--- src/rtl/id_operand_stage_if.sv ---
// ID/EX pipeline bus: registered operands and control flowing into EX,
// with EX's allowin travelling back. The ID stage drives the master side.
interface id_operand_stage_if #(
    parameter int CTRL_W = 64
);
    logic              es_valid;
    logic [31:0]       es_pc;
    logic [31:0]       es_src1;
    logic [31:0]       es_src2;
    logic [CTRL_W-1:0] es_ctrl;
    logic              ex_out_allowin;

    modport master (
        output es_valid,
        output es_pc,
        output es_src1,
        output es_src2,
        output es_ctrl,
        input  ex_out_allowin
    );

    modport slave (
        input  es_valid,
        input  es_pc,
        input  es_src1,
        input  es_src2,
        input  es_ctrl,
        output ex_out_allowin
    );
endinterface

--- src/rtl/id_operand_stage.sv ---
// ID operand select + load-use/RAW interlock + ID/EX register.
// Build macro ID_BYPASS_EN enables EX/MEM/WB forwarding; without it operands always come from the regfile.
module id_operand_stage #(
    parameter int CTRL_W = 64
) (
    input  logic              clk,
    input  logic              reset,
    input  logic              ds_valid,
    input  logic [31:0]       ds_pc,
    input  logic [CTRL_W-1:0] ds_ctrl,
    input  logic              rj_used,
    input  logic              rk_used,
    input  logic [1:0]        rj_redirect,
    input  logic [1:0]        rk_redirect,
    input  logic [31:0]       rf_rdata1,
    input  logic [31:0]       rf_rdata2,
    input  logic [31:0]       ex_result,
    input  logic [31:0]       mem_result,
    input  logic [31:0]       wb_result,
    input  logic              ex_is_load,
    input  logic              br_flush,
    output logic              ds_allowin,
    output logic              ds_stall,
    id_operand_stage_if.master es_bus
);

    logic              es_valid_reg;
    logic [31:0]       es_pc_reg;
    logic [31:0]       es_src1_reg;
    logic [31:0]       es_src2_reg;
    logic [CTRL_W-1:0] es_ctrl_reg;

    logic [1:0][31:0]  rf_rdata;
    logic [1:0][1:0]   redirect;
    logic [1:0]        used;
    logic [1:0][31:0]  src_sel;
    logic [1:0]        src_hazard;

    logic hazard;
    logic ds_ready_go;
    logic es_allowin;
    logic ds_to_es_valid;

    assign rf_rdata = {rf_rdata2, rf_rdata1};
    assign redirect = {rk_redirect, rj_redirect};
    assign used     = {rk_used, rj_used};

    genvar gi;
    generate
        for (gi = 0; gi < 2; gi++) begin : g_src
`ifdef ID_BYPASS_EN
            logic [31:0] cand [4];
            assign cand[0] = rf_rdata[gi];
            assign cand[1] = ex_result;
            assign cand[2] = mem_result;
            assign cand[3] = wb_result;
            assign src_sel[gi]    = cand[redirect[gi]];
            // Only an EX-stage load cannot be forwarded yet; MEM/WB values are ready.
            assign src_hazard[gi] = used[gi] & (redirect[gi] == 2'b01);
`else
            assign src_sel[gi]    = rf_rdata[gi];
            assign src_hazard[gi] = used[gi] & (redirect[gi] != 2'b00);
`endif
        end
    endgenerate

`ifdef ID_BYPASS_EN
    // es_valid gating lets the bubble cycle clear a stale ex_is_load.
    assign hazard = es_valid_reg & ex_is_load & (|src_hazard);
`else
    logic unused_bypass;
    assign unused_bypass = ^{ex_result, mem_result, wb_result, ex_is_load};
    assign hazard = |src_hazard;
`endif

    assign ds_ready_go    = ~hazard;
    assign ds_stall       = ds_valid & hazard;
    assign es_allowin     = ~es_valid_reg | es_bus.ex_out_allowin;
    assign ds_allowin     = br_flush | ~ds_valid | (ds_ready_go & es_allowin);
    assign ds_to_es_valid = ds_valid & ds_ready_go & ~br_flush;

    always_ff @(posedge clk) begin
        if (reset) begin
            es_valid_reg <= 1'b0;
            es_pc_reg    <= 32'd0;
            es_src1_reg  <= 32'd0;
            es_src2_reg  <= 32'd0;
            es_ctrl_reg  <= '0;
        end else begin
            if (es_allowin) begin
                es_valid_reg <= ds_to_es_valid;
            end
            // Payload holds across bubbles so EX sees stable (but invalid) data.
            if (es_allowin & ds_to_es_valid) begin
                es_pc_reg   <= ds_pc;
                es_src1_reg <= src_sel[0];
                es_src2_reg <= src_sel[1];
                es_ctrl_reg <= ds_ctrl;
            end
        end
    end

    assign es_bus.es_valid = es_valid_reg;
    assign es_bus.es_pc    = es_pc_reg;
    assign es_bus.es_src1  = es_src1_reg;
    assign es_bus.es_src2  = es_src2_reg;
    assign es_bus.es_ctrl  = es_ctrl_reg;

endmodule

--- src/flat_wrapper.sv ---
// flat-port wrapper written by rule: the top's interface ports become plain ports
module id_operand_stage_flat 
#(
    parameter int CTRL_W = 64
)
  (clk, reset, ds_valid, ds_pc, ds_ctrl, rj_used, rk_used, rj_redirect, rk_redirect, rf_rdata1, rf_rdata2, ex_result, mem_result, wb_result, ex_is_load, br_flush, ds_allowin, ds_stall, es_bus_es_valid, es_bus_es_pc, es_bus_es_src1, es_bus_es_src2, es_bus_es_ctrl, es_bus_ex_out_allowin);
  id_operand_stage_if #(.CTRL_W(CTRL_W)) es_bus_i ();
  input  logic clk;
  input  logic reset;
  input  logic ds_valid;
  input  logic [31:0] ds_pc;
  input  logic [CTRL_W-1:0] ds_ctrl;
  input  logic rj_used;
  input  logic rk_used;
  input  logic [1:0] rj_redirect;
  input  logic [1:0] rk_redirect;
  input  logic [31:0] rf_rdata1;
  input  logic [31:0] rf_rdata2;
  input  logic [31:0] ex_result;
  input  logic [31:0] mem_result;
  input  logic [31:0] wb_result;
  input  logic ex_is_load;
  input  logic br_flush;
  output logic ds_allowin;
  output logic ds_stall;
  output wire logic [$bits(es_bus_i.es_valid)-1:0] es_bus_es_valid;
  output wire logic [$bits(es_bus_i.es_pc)-1:0] es_bus_es_pc;
  output wire logic [$bits(es_bus_i.es_src1)-1:0] es_bus_es_src1;
  output wire logic [$bits(es_bus_i.es_src2)-1:0] es_bus_es_src2;
  output wire logic [$bits(es_bus_i.es_ctrl)-1:0] es_bus_es_ctrl;
  input wire logic [$bits(es_bus_i.ex_out_allowin)-1:0] es_bus_ex_out_allowin;
  assign es_bus_es_valid = es_bus_i.es_valid;
  assign es_bus_es_pc = es_bus_i.es_pc;
  assign es_bus_es_src1 = es_bus_i.es_src1;
  assign es_bus_es_src2 = es_bus_i.es_src2;
  assign es_bus_es_ctrl = es_bus_i.es_ctrl;
  assign es_bus_i.ex_out_allowin = es_bus_ex_out_allowin;
  id_operand_stage #(.CTRL_W(CTRL_W)) u_core (.clk(clk), .reset(reset), .ds_valid(ds_valid), .ds_pc(ds_pc), .ds_ctrl(ds_ctrl), .rj_used(rj_used), .rk_used(rk_used), .rj_redirect(rj_redirect), .rk_redirect(rk_redirect), .rf_rdata1(rf_rdata1), .rf_rdata2(rf_rdata2), .ex_result(ex_result), .mem_result(mem_result), .wb_result(wb_result), .ex_is_load(ex_is_load), .br_flush(br_flush), .ds_allowin(ds_allowin), .ds_stall(ds_stall), .es_bus(es_bus_i));
endmodule
--- config.mk ---
export PLATFORM = sky130hd
export DESIGN_NAME = id_operand_stage_flat
export DESIGN_NICKNAME = d
export VERILOG_FILES = /design/src/rtl/id_operand_stage_if.sv /design/src/rtl/id_operand_stage.sv /design/src/flat_wrapper.sv
export SDC_FILE = /design/constraint.sdc
export NUM_CORES = 1
export LEC_CHECK = 0
export ABC_CLOCK_PERIOD_IN_PS = 3300
export BUFFER_PORTS_ARGS = -buffer_cell sky130_fd_sc_hd__buf_2
export CORE_AREA = 4 4 167 169
export CTS_BUF_LIST = sky130_fd_sc_hd__clkbuf_4 sky130_fd_sc_hd__clkbuf_8 sky130_fd_sc_hd__clkbuf_16
export DETAILED_ROUTE_END_ITERATION = 6
export DIE_AREA = 0 0 171 173
export GPL_TIMING_DRIVEN = 0
export PLACE_DENSITY = 0.57
export REMOVE_ABC_BUFFERS = 1
export SLEW_MARGIN = 20
export SYNTH_ARGS = -nofsm -noshare
export SYNTH_HDL_FRONTEND = slang
export SYNTH_SLANG_ARGS = --single-unit
--- constraint.sdc ---
create_clock -name clk -period 3.3 [get_ports clk]
set_clock_uncertainty 0.1 [all_clocks]
set_input_delay 0.66 -clock clk [delete_from_list [all_inputs] [get_ports clk]]
set_output_delay 0.66 -clock clk [all_outputs]
set_load 0.02 [all_outputs]
Word-level counts from Yosys, hierarchy flattened
Cells that the tools add are included.

word-level totals
  register bits = 161
  bits in latches = 0
  bits in writable memories = 0
  memory bits (read-only) = 0
  bits of input ports = 268
  output and inout bits = 163
  word-level logic and storage cells = 22
  memories kept = 0

operators by class
  $add $sub $neg = 0
  multiply operators = 0
  div/mod/pow operators = 0
  $lt $le $gt $ge = 0
  eq/ne operators = 0
  shift operators = 0
  mux-type cells = 0
  bitwise gates (word level) = 14
  reduce and logical (&&, ||, !) cells = 3

operators with widths
  kind                count
  AND 1 bit           7
  inverter 1 bit      4
  nonzero test 2 bit  2
  OR 1 bit            3
  OR reduction 2 bit  1

Logic depth before layout (Yosys ltp)
Gate-level depths: netlist of the first run.

  depth in word-level cells = 7
  mapped depth = 6

Worst setup path after synthesis of the first run
Ideal clock, no wire load.

  kind = input port to output port
  start point = in rj_redirect[1]
  end point = out ds_allowin
  data arrival time = 1384 ps
  path slack = 1156 ps
  stages = 3
  path through = o21ai_1 -> nand2_1 -> o21ai_0

between the ends
  word-level cells in the longest chain between the ends = 6

ends and longest elaborated chain
  what                line                    RTL
  start: declaration  flat_wrapper.sv:15      input logic [1:0] rj_redirect;
  nonzero test 2 bit  id_operand_stage.sv:62  assign src_hazard[gi] = used[gi] & (redirect[gi] != 2'b00);
  AND 1 bit           id_operand_stage.sv:62
  OR reduction 2 bit  id_operand_stage.sv:73  assign hazard = |src_hazard;
  inverter 1 bit      id_operand_stage.sv:76  assign ds_ready_go = ~hazard;
  AND 1 bit           id_operand_stage.sv:79  assign ds_allowin = br_flush | ~ds_valid | (ds_ready_go & es_allowin);
  OR 1 bit            id_operand_stage.sv:79
  end: declaration    flat_wrapper.sv:24      output logic ds_allowin;

Every way passes these cells.

Worst setup path after layout of the first run
  start point = in rk_redirect[1]
  end point = reg u_core.es_src2_reg[14] (netlist: u_core.es_bus.es_src2[14])

between the ends
  word-level cells in the longest chain between the ends = 7

ends and longest elaborated chain
  what                    line                    RTL
  start: declaration      flat_wrapper.sv:16      input logic [1:0] rk_redirect;
  nonzero test 2 bit      id_operand_stage.sv:62
  AND 1 bit               id_operand_stage.sv:62
  OR reduction 2 bit      id_operand_stage.sv:73
  inverter 1 bit          id_operand_stage.sv:76
  AND 1 bit (2 in a row)  id_operand_stage.sv:80  assign ds_to_es_valid = ds_valid & ds_ready_go & ~br_flush;
  AND 1 bit               id_operand_stage.sv:94  if (es_allowin & ds_to_es_valid) begin
  end signal: assignment  id_operand_stage.sv:97  es_src2_reg <= src_sel[1];
  end: declaration        id_operand_stage.sv:30  logic [31:0] es_src2_reg;

Every way passes these cells.
A chain may end at the register's enable or synchronous reset.

==> metrics, run 1 <==
Worst slew margin a little under three fifths; largest net degree at the start of global routing 171; vias after detailed routing about 5500; latest clock arrival within the worst-skew pair 0.42 ns; sequential share of power roughly 45%; CTS tree done; Die Y ~170 um; Core Rows 60; DRC Markers 0; top cell type by total area after synthesis dfxtp_1; final worst slack 1.033 ns; min Tclk post-route ~2.3 ns; Sw Share between 20% and 30%; Internal between 3 and 4 mW; Clk pwr share 42.6%; number of synthesized flops with an enable pin 0; Post-CTS Setup Inserts 0; Mapped Area 7239 sq um; final global-route overflow total 0; Root Driver clkbuf_16; pre-CTS setup slack ~0.6 ns; yosys warns 0; Core Area between 20000 and 30000 sq um; Avg WL per Cell between 10 and 15 um; n_diodes 0; multi-input logic area ~3700 sq um; maximum fanout along the worst path 36; Synth area leaders dfxtp_1, nand2b_1, mux2i_1, buf_8, clkbuf_1; syn avg cell area around 10 sq um; first-pass GRT wire length slightly below 30000 um; DRT iter0 DRCs around 240; GRT Util Overall between 10% and 20%; ys async rst share 0%; fin util a little over a third; leak pwr 4.238 nW; Hold Path Class flop to flop; die area between 20000 and 30000 sq um; Pre-antenna DRT Iters 4; setup violators final 0; crit end category flop; Post-Route WL approximately 19000 um; predominant post-synthesis flop cell dfxtp_1; Area growth syn-to-layout 33.82%; vias in the first global route around 5600; GPL Wtd Cong between 0.7 and 0.8; CTS Hold Bufs 0; Post-DP Area ~9100 sq um; most frequent cells after synthesis nand2b_1, dfxtp_1, mux2i_1; Final Total Pwr between 4 and 5 mW; P per Cell Area ~460 nW/um^2; Worst-Margin Slew about 0.65 ns; fin area 9688 sq um; initial antenna violation count 3; Synth Instances around 710; sequential standard cell area about 3200 sq um; share of layout cells above drive strength 1 between 30% and 40%; Net Switching 1.212 mW; WP data required between 3 and 4 ns; Slew Viols, Final 0; post-synth top area share 44.52%; fill cell count 2762; setup_tns 0 ns; VDD IR max between 0.3 and 0.4 mV; RSZ-0062 raised after global routing no; Gate power share between 10% and 20%; Detailed Place HPWL 13130 um; Max Root-Sink Buffers 2; count leader, synth nand2b_1; synth unique cells 15; Seq/Total Area, Yosys between 40% and 50%; Fmax achieved approximately 0.44 GHz; #FFs+latches synth 161; Worst EP arrival 2.50 ns; PortBufs ~330; status finished, final reports clean; TritonCTS Buffers 17; critical path class input pin to flop; clock-pin slew on the worst setup and hold paths 0.07 ns; max FFs per register 64; nets 1276; H-tree levels 4; Post-DRT Antenna Nets 0; clk sinks approximately 160; max cap viols 0; chip width approximately 170 um; CTS resizes 0; final hold violation count 0; Setup crit start kind input pin; IO Pins 431; vias per cell ~4.1; post-route clock period utilization slightly below 70%; Starting Density 27.24%
## through the flow
stage               instances  hold slack [ns]
global placement         1325           0.3546
global route             1362           0.3715
finish                   1362           0.3681
detailed placement       1330           0.3582
floorplan                 651           0.4453
CTS                      1362           0.3667
## cell usage in the layout (no fill, tap or decap), drive strengths merged
cell / count
nand2: 1
nand2b: 320
a31oi: 1
inv: 8
mux2i: 160
nor2: 1
nor2b: 2
buf: 338
clkbuf: 18
and4b: 1
clkinvlp: 1
and2: 1
dfxtp: 161
clkinv: 5
o21ai: 3
## per-layer routing
metal  track usage [%]  up-vias  part of all wire (%)
met4             2.575        6                  0.69
met5                 0        -                  0.18
li1                  -     2873                     -
met2             20.90      198                    47
met3             5.167       13                   9.7
met1             14.44     2457                    42
## power groups by stage
stage          Combinational, mW  Sequential (mW)  Clock (mW)
2_1_floorplan              0.254             2.16           0
3_3_place_gp               0.605             2.08           0
3_5_place_dp               0.548             2.08           0
4_1_cts                    0.550             2.04        2.02
5_1_grt                    0.595             2.04        2.09
6_report                   0.540             2.04        1.91
## path summary, 6_finish.rpt
kind,cells after the start,endpoint,from,slack (ns)
max,6,u_core.es_bus.es_src2[14],rk_redirect[1],1.03
max reg2reg,5,u_core.es_bus.es_src2[14],u_core.es_bus.es_valid,1.07
min,2,u_core.es_bus.es_src2[24],u_core.es_bus.es_src2[24],0.37
min reg2reg,2,u_core.es_bus.es_src2[24],u_core.es_bus.es_src2[24],0.37
## layout make-up
type / count / share of cell area, %
Clock inverter: 14 / 1.279
Sequential cell: 161 / 33.27
Multi-Input combinational cell: 490 / 37.85
Timing Repair Buffer: 338 / 18.73
Clock buffer: 18 / 4.469
Tap cell: 341 / 4.404
## worst max-delay path, stage by stage
cell     delay [ns]
buf_2          0.10
o21ai_1        0.21
and4b_4        0.65
buf_16         0.32
buf_16         0.28
mux2i_1        0.22
## cell families (layout without fill, tap and decap cells)
family | after synthesis | after routing | synth area share [%]
AOI/OAI and AO/OA | 4 | 4 | 0.2938
buffers and inverters | 54 | 370 | 4.874
DFF | 161 | 161 | 44.52
muxes | 160 | 160 | 22.12
and+or+nand+nor | 326 | 326 | 28.19
Note: power is estimated with default switching activity, not from simulation.
==> run 2, diff against run 1 <==
- ABC_CLOCK_PERIOD_IN_PS: 3300 -> 2000
- PLACE_DENSITY: 0.57 -> 0.59
- clock period: 3.3 -> 2 ns (I/O delays scaled with it)
==> metrics, run 2 (synthesized netlist as in run 1, its figures left out) <==
DRC Markers 0 (unchanged); leak pwr 4.236 nW (about the same); largest net degree at the start of global routing 162 (-5.3%); share of layout cells above drive strength 1 36.56% (+0.12 points); Die Y 173 um (unchanged); Starting Density 27.24% (unchanged); Hold Path Class input pin to flop; CTS Hold Bufs 0 (unchanged); Layout Cells excl Fill 1364 (+0.15%); Final Total Pwr 7.455 mW (+66%); Sw Share 25.75% (-1.2 points); vias per cell 4.047 (-0.63%); multi-input logic area 3667 sq um (unchanged); Avg WL per Cell 12.90 um (-5.2%); Post-DRT Antenna Nets 0 (unchanged); DRT iter0 DRCs 229 (-4.2%); Worst slew margin 54.22% (-2.3 points); VDD IR max 0.5520 mV (+64%); vias after detailed routing 5520 (-0.49%); GRT Util Overall 11.47% (-0.81 points); Net Switching 1.919 mW (+58%); Clk pwr share 43.1% (+0.5 points); sequential share of power 45.1% (-0.3 points); Worst EP arrival 2.14 ns (-0.36 ns); vias in the first global route 5448 (-3.0%); P per Cell Area 768.8 nW/um^2 (+66%); fill cell count 2740 (-0.80%); Post-Route WL 17600 um (-5.1%); pre-CTS setup slack -0.5296 ns (-1.138 ns); PortBufs 333 (unchanged); final worst slack 0.09682 ns (-0.9359 ns); Post-CTS Setup Inserts 2 (+2); chip width 171 um (unchanged); met3 Resource Use GR 4.733% (-0.43 points); critical path class flop to flop; Pre-antenna DRT Iters 4 (unchanged); IO Pins 431 (unchanged); max cap viols 0 (unchanged); final hold violation count 0 (unchanged); most common cell after layout, fill and taps aside buf_2; max FFs per register 64 (unchanged); die area 29580 sq um (unchanged); Setup crit start kind flop; sequential standard cell area 3223 sq um (unchanged); R2R Setup Slk 0.1 ns (-0.97 ns); post-route clock period utilization a little over nine tenths; fin util 36.49% (about the same); Core Rows 60 (unchanged); Core Area 26580 sq um (unchanged); n_diodes 0 (unchanged); Placed Instances 1331 (+0.075%); maximum fanout along the worst path 53 (+47%); CTS tree done; met1 GRT Util 13.81% (-0.63 points); GR Util met2 18.83% (-2.1 points); TritonCTS Buffers 17 (unchanged); setup violators final 0 (unchanged); nets 1278 (+0.16%); Internal 5.536 mW (+69%); min Tclk post-route 1.903 ns; Detailed Place HPWL 12590 um (-4.1%); RSZ-0062 raised after global routing no; CTS resizes 0 (unchanged); Area growth syn-to-layout 33.94% (about the same); most frequent cells in the layout buf_2, nand2b_1, dfxtp_1, mux2i_1, clkbuf_16; Fmax achieved between 0.5 and 0.6 GHz; GPL Wtd Cong 0.7243 (about the same); Gate power share 11.8% (-0.2 points); Slew Viols, Final 0 (unchanged); WP data required 2.23 ns (-1.31 ns); clk sinks 161 (unchanged); status finished, final reports clean; GR peak layer met2; initial antenna violation count 0 (-3); first-pass GRT wire length 28120 um (-5.2%); Max Root-Sink Buffers 2 (unchanged); Worst-Margin Slew 0.6867 ns (+0.03468 ns); Root Driver clkbuf_16; H-tree levels 4 (unchanged); crit end category flop; Final Hold Slack 0.1341 ns (-0.2340 ns); final global-route overflow total 0 (unchanged); clock-pin slew on the worst setup and hold paths 0.07 ns (about the same); latest clock arrival within the worst-skew pair 0.42 ns (about the same)
run 2: cell count changes in the layout (fill, tap and decap cells not counted), sizes merged:
| cell | change |
|---|---|
| bufinv | +1 |
| buf | +2 |
| clkbuf | +2 |
| inv | -4 |
| clkinv | -1 |
| clkinvlp | +2 |
run 2: cell type report:
class                      instances  share of cell area (%)
tap                              341                   4.400
timing repair buffer             340                   18.63
clock inverter                    12                   1.290
clock buffer                      20                   4.619
sequential                       161                   33.24
multi-input combinational        490                   37.82
run 2: final timing paths:
| kind | from | end | cells past startpoint |
|---|---|---|---|
| worst max-delay path | u_core.es_bus.es_valid | u_core.es_bus.es_ctrl[43] | 5 |
| worst min-delay path | rf_rdata1[18] | u_core.es_bus.es_src1[18] | 3 |
| worst max register to register | u_core.es_bus.es_valid | u_core.es_bus.es_ctrl[43] | 5 |
| worst min register to register | u_core.es_bus.es_src1[24] | u_core.es_bus.es_src1[24] | 2 |
run 2: power by group through the flow:
| stage | Combinational, mW | Sequential, mW | Clock, mW |
|---|---|---|---|
| 2_1_floorplan | 0.419 | 3.57 | 0 |
| 3_3_place_gp | 0.985 | 3.43 | 0 |
| 3_5_place_dp | 0.895 | 3.43 | 0 |
| 4_1_cts | 0.895 | 3.36 | 3.37 |
| 5_1_grt | 0.967 | 3.37 | 3.52 |
| 6_report | 0.880 | 3.36 | 3.21 |
run 2: through the flow:
stage / instance area (sq um) / TNS (ns)
6_report: 9697 / 0
5_1_grt: 9697 / 0
4_1_cts: 9697 / 0
3_5_place_dp: 9129 / -28.79
3_3_place_gp: 8980 / -1105.63
2_1_floorplan: 6887 / -741.79
run 2: critical path, stage by stage (launching register included):
cell,delay [ns]
dfxtp_1,0.31
nor2b_2,0.16
and4b_4,0.34
buf_12,0.24
buf_12,0.34
mux2i_1,0.23
run 2: routing by layer:
metal | part of all wire [%] | wire length, um
met5 | 0 | 0
met4 | 1.5 | 264
met3 | 9.6 | 1685
met2 | 46 | 8066
met1 | 43 | 7583
==> run 3, diff against run 2 <==
- PLACE_DENSITY: 0.59 -> 0.58
==> metrics, run 3 (synthesized netlist as in run 1, its figures left out) <==
status finished, final reports clean; initial antenna violation count 2 (+2); DRT iter0 DRCs 260 (+14%); Core Area 26580 sq um (unchanged); Area growth syn-to-layout 34.69%; TritonCTS Buffers 17 (unchanged); Root Driver clkbuf_16; vias in the first global route 5614 (+3.0%); Worst path max stage delay 0.35 ns (about the same); CTS tree done; vias after detailed routing 5576 (+1.0%); leak pwr 4.257 nW (+0.49%); critical path class flop to flop; share of layout cells above drive strength 1 36.56% (unchanged); crit end category flop; Post-DP Area 9136 sq um (about the same); final hold violation count 0 (unchanged); Hold Path Class input pin to flop; WP data required 2.23 ns (about the same); PortBufs 333 (unchanged); post-route clock period utilization 91.40% (-3.8 points); Post-Route WL 18570 um (+5.5%); H-tree levels 4 (unchanged); min Tclk post-route 1.828 ns (-0.07510 ns); most common cell after layout, fill and taps aside buf_2; maximum fanout along the worst path 44 (-17%); Fmax achieved 0.5470 GHz (+4.1%); VDD IR max 0.4333 mV (-21%); pre-CTS setup slack -0.4483 ns (+0.08131 ns); Detailed Place HPWL 13200 um (+4.9%); max cap viols 0 (unchanged); fin util 36.69% (+0.20 points); GRT Util Overall 12.16% (+0.69 points); Core Rows 60 (unchanged); most frequent cells in the layout buf_2, nand2b_1, dfxtp_1, mux2i_1, clkbuf_16; max FFs per register 64 (unchanged); IO Pins 431 (unchanged); Layout Cells excl Fill 1365 (+0.073%); fill cell count 2772 (+1.2%); latest clock arrival within the worst-skew pair 0.41 ns (about the same); clk sinks 161 (unchanged); clock-pin slew on the worst setup and hold paths 0.07 ns (about the same); Final Hold Slack 0.1390 ns (+0.004849 ns); R2R Setup Slk 0.17 ns (+0.08 ns); RSZ-0062 raised after global routing no; CP Buf/Inv Count 2 (unchanged); family with the most delay on the worst path simple AND/OR/NAND/NOR gates; setup violators final 0 (unchanged); vias per cell 4.085 (+0.94%); Cell Chain, Critical Path nor2b_2 -> and4b_4 -> buf_12 -> buf_16 -> mux2i_1; final global-route overflow total 0 (unchanged); Worst EP arrival 2.06 ns (-0.08 ns); final worst slack 0.1719 ns (+0.07510 ns); Worst-Margin Slew 0.6273 ns (-0.05945 ns); die area 29580 sq um (unchanged); first-pass GRT wire length 29550 um (+5.1%); Slowest-stage cell, CP and4b_4; Avg WL per Cell 13.60 um (+5.4%); Post-DRT Antenna Nets 0 (unchanged); P per Cell Area 779.0 nW/um^2 (+1.3%); Starting Density 27.24% (unchanged); DRC Markers 0 (unchanged); Pre-antenna DRT Iters 4 (unchanged); Max Root-Sink Buffers 2 (unchanged); Worst slew margin 58.18% (+4.0 points); GPL Wtd Cong 0.7186 (-0.79%); CTS Hold Bufs 0 (unchanged); chip width 171 um (unchanged); Placed Instances 1331 (unchanged); largest net degree at the start of global routing 175 (+8.0%); Setup crit start kind flop; Die Y 173 um (unchanged); fin area 9751 sq um (+0.55%); Slew Viols, Final 0 (unchanged); nets 1278 (unchanged)
## run 3: cell type report
class | instances | area, sq um | area share [%]
diodes | 1 | 2.502 | 0.02566
clock buffers | 21 | 461.7 | 4.735
clock inverters | 11 | 130.1 | 1.335
multi-input cells | 490 | 3667 | 37.61
flip-flops and latches | 161 | 3223 | 33.06
well taps | 341 | 426.7 | 4.376
repair buffers | 340 | 1839 | 18.86
## run 3: worst register-to-register path: stages, from the launching register on
cell and delay (ns):
dfxtp_1 0.31, nor2b_2 0.16, and4b_4 0.35, buf_12 0.22, buf_16 0.30, mux2i_1 0.31
## run 3: repair_timing
action                     4_1_cts  5_1_grt
gates resized for setup          0        0
setup endpoints to repair       33       20
buffers inserted                 1        0
gates cloned                     1        0
## run 3: routing by layer
| layer | global-route usage [%] | vias up | part of all wire [%] |
|---|---|---|---|
| met5 | 0 | - | 0.070 |
| met4 | 3.037 | 2 | 1.3 |
| met2 | 20.83 | 187 | 48 |
| li1 | - | 2878 | - |
| met1 | 14.17 | 2496 | 42 |
| met3 | 4.801 | 13 | 8.9 |
## run 3: worst paths after layout
| kind | start | to | cells after the start |
|---|---|---|---|
| hold / removal | ds_ctrl[41] | u_core.es_bus.es_ctrl[41] | 3 |
| setup reg to reg | u_core.es_bus.es_valid | u_core.es_bus.es_pc[15] | 5 |
| setup / recovery | u_core.es_bus.es_valid | u_core.es_bus.es_pc[15] | 5 |
| hold reg to reg | u_core.es_bus.es_src2[24] | u_core.es_bus.es_src2[24] | 2 |
## run 3: per-stage QoR
step	setup TNS (ns)	total power [mW]
floorplan	-741.79	3.987
global placement	-1120.19	4.429
detailed placement	-17.43	4.340
CTS	0	7.774
global route	0	7.955
finish	0	7.595
## run 3: where the power goes
| part | internal, mW | switching, mW |
|---|---|---|
| sequential | 3.31 | 0.0501 |
| combinational | 0.444 | 0.451 |
| clock | 1.93 | 1.41 |
| total | 5.69 | 1.91 |
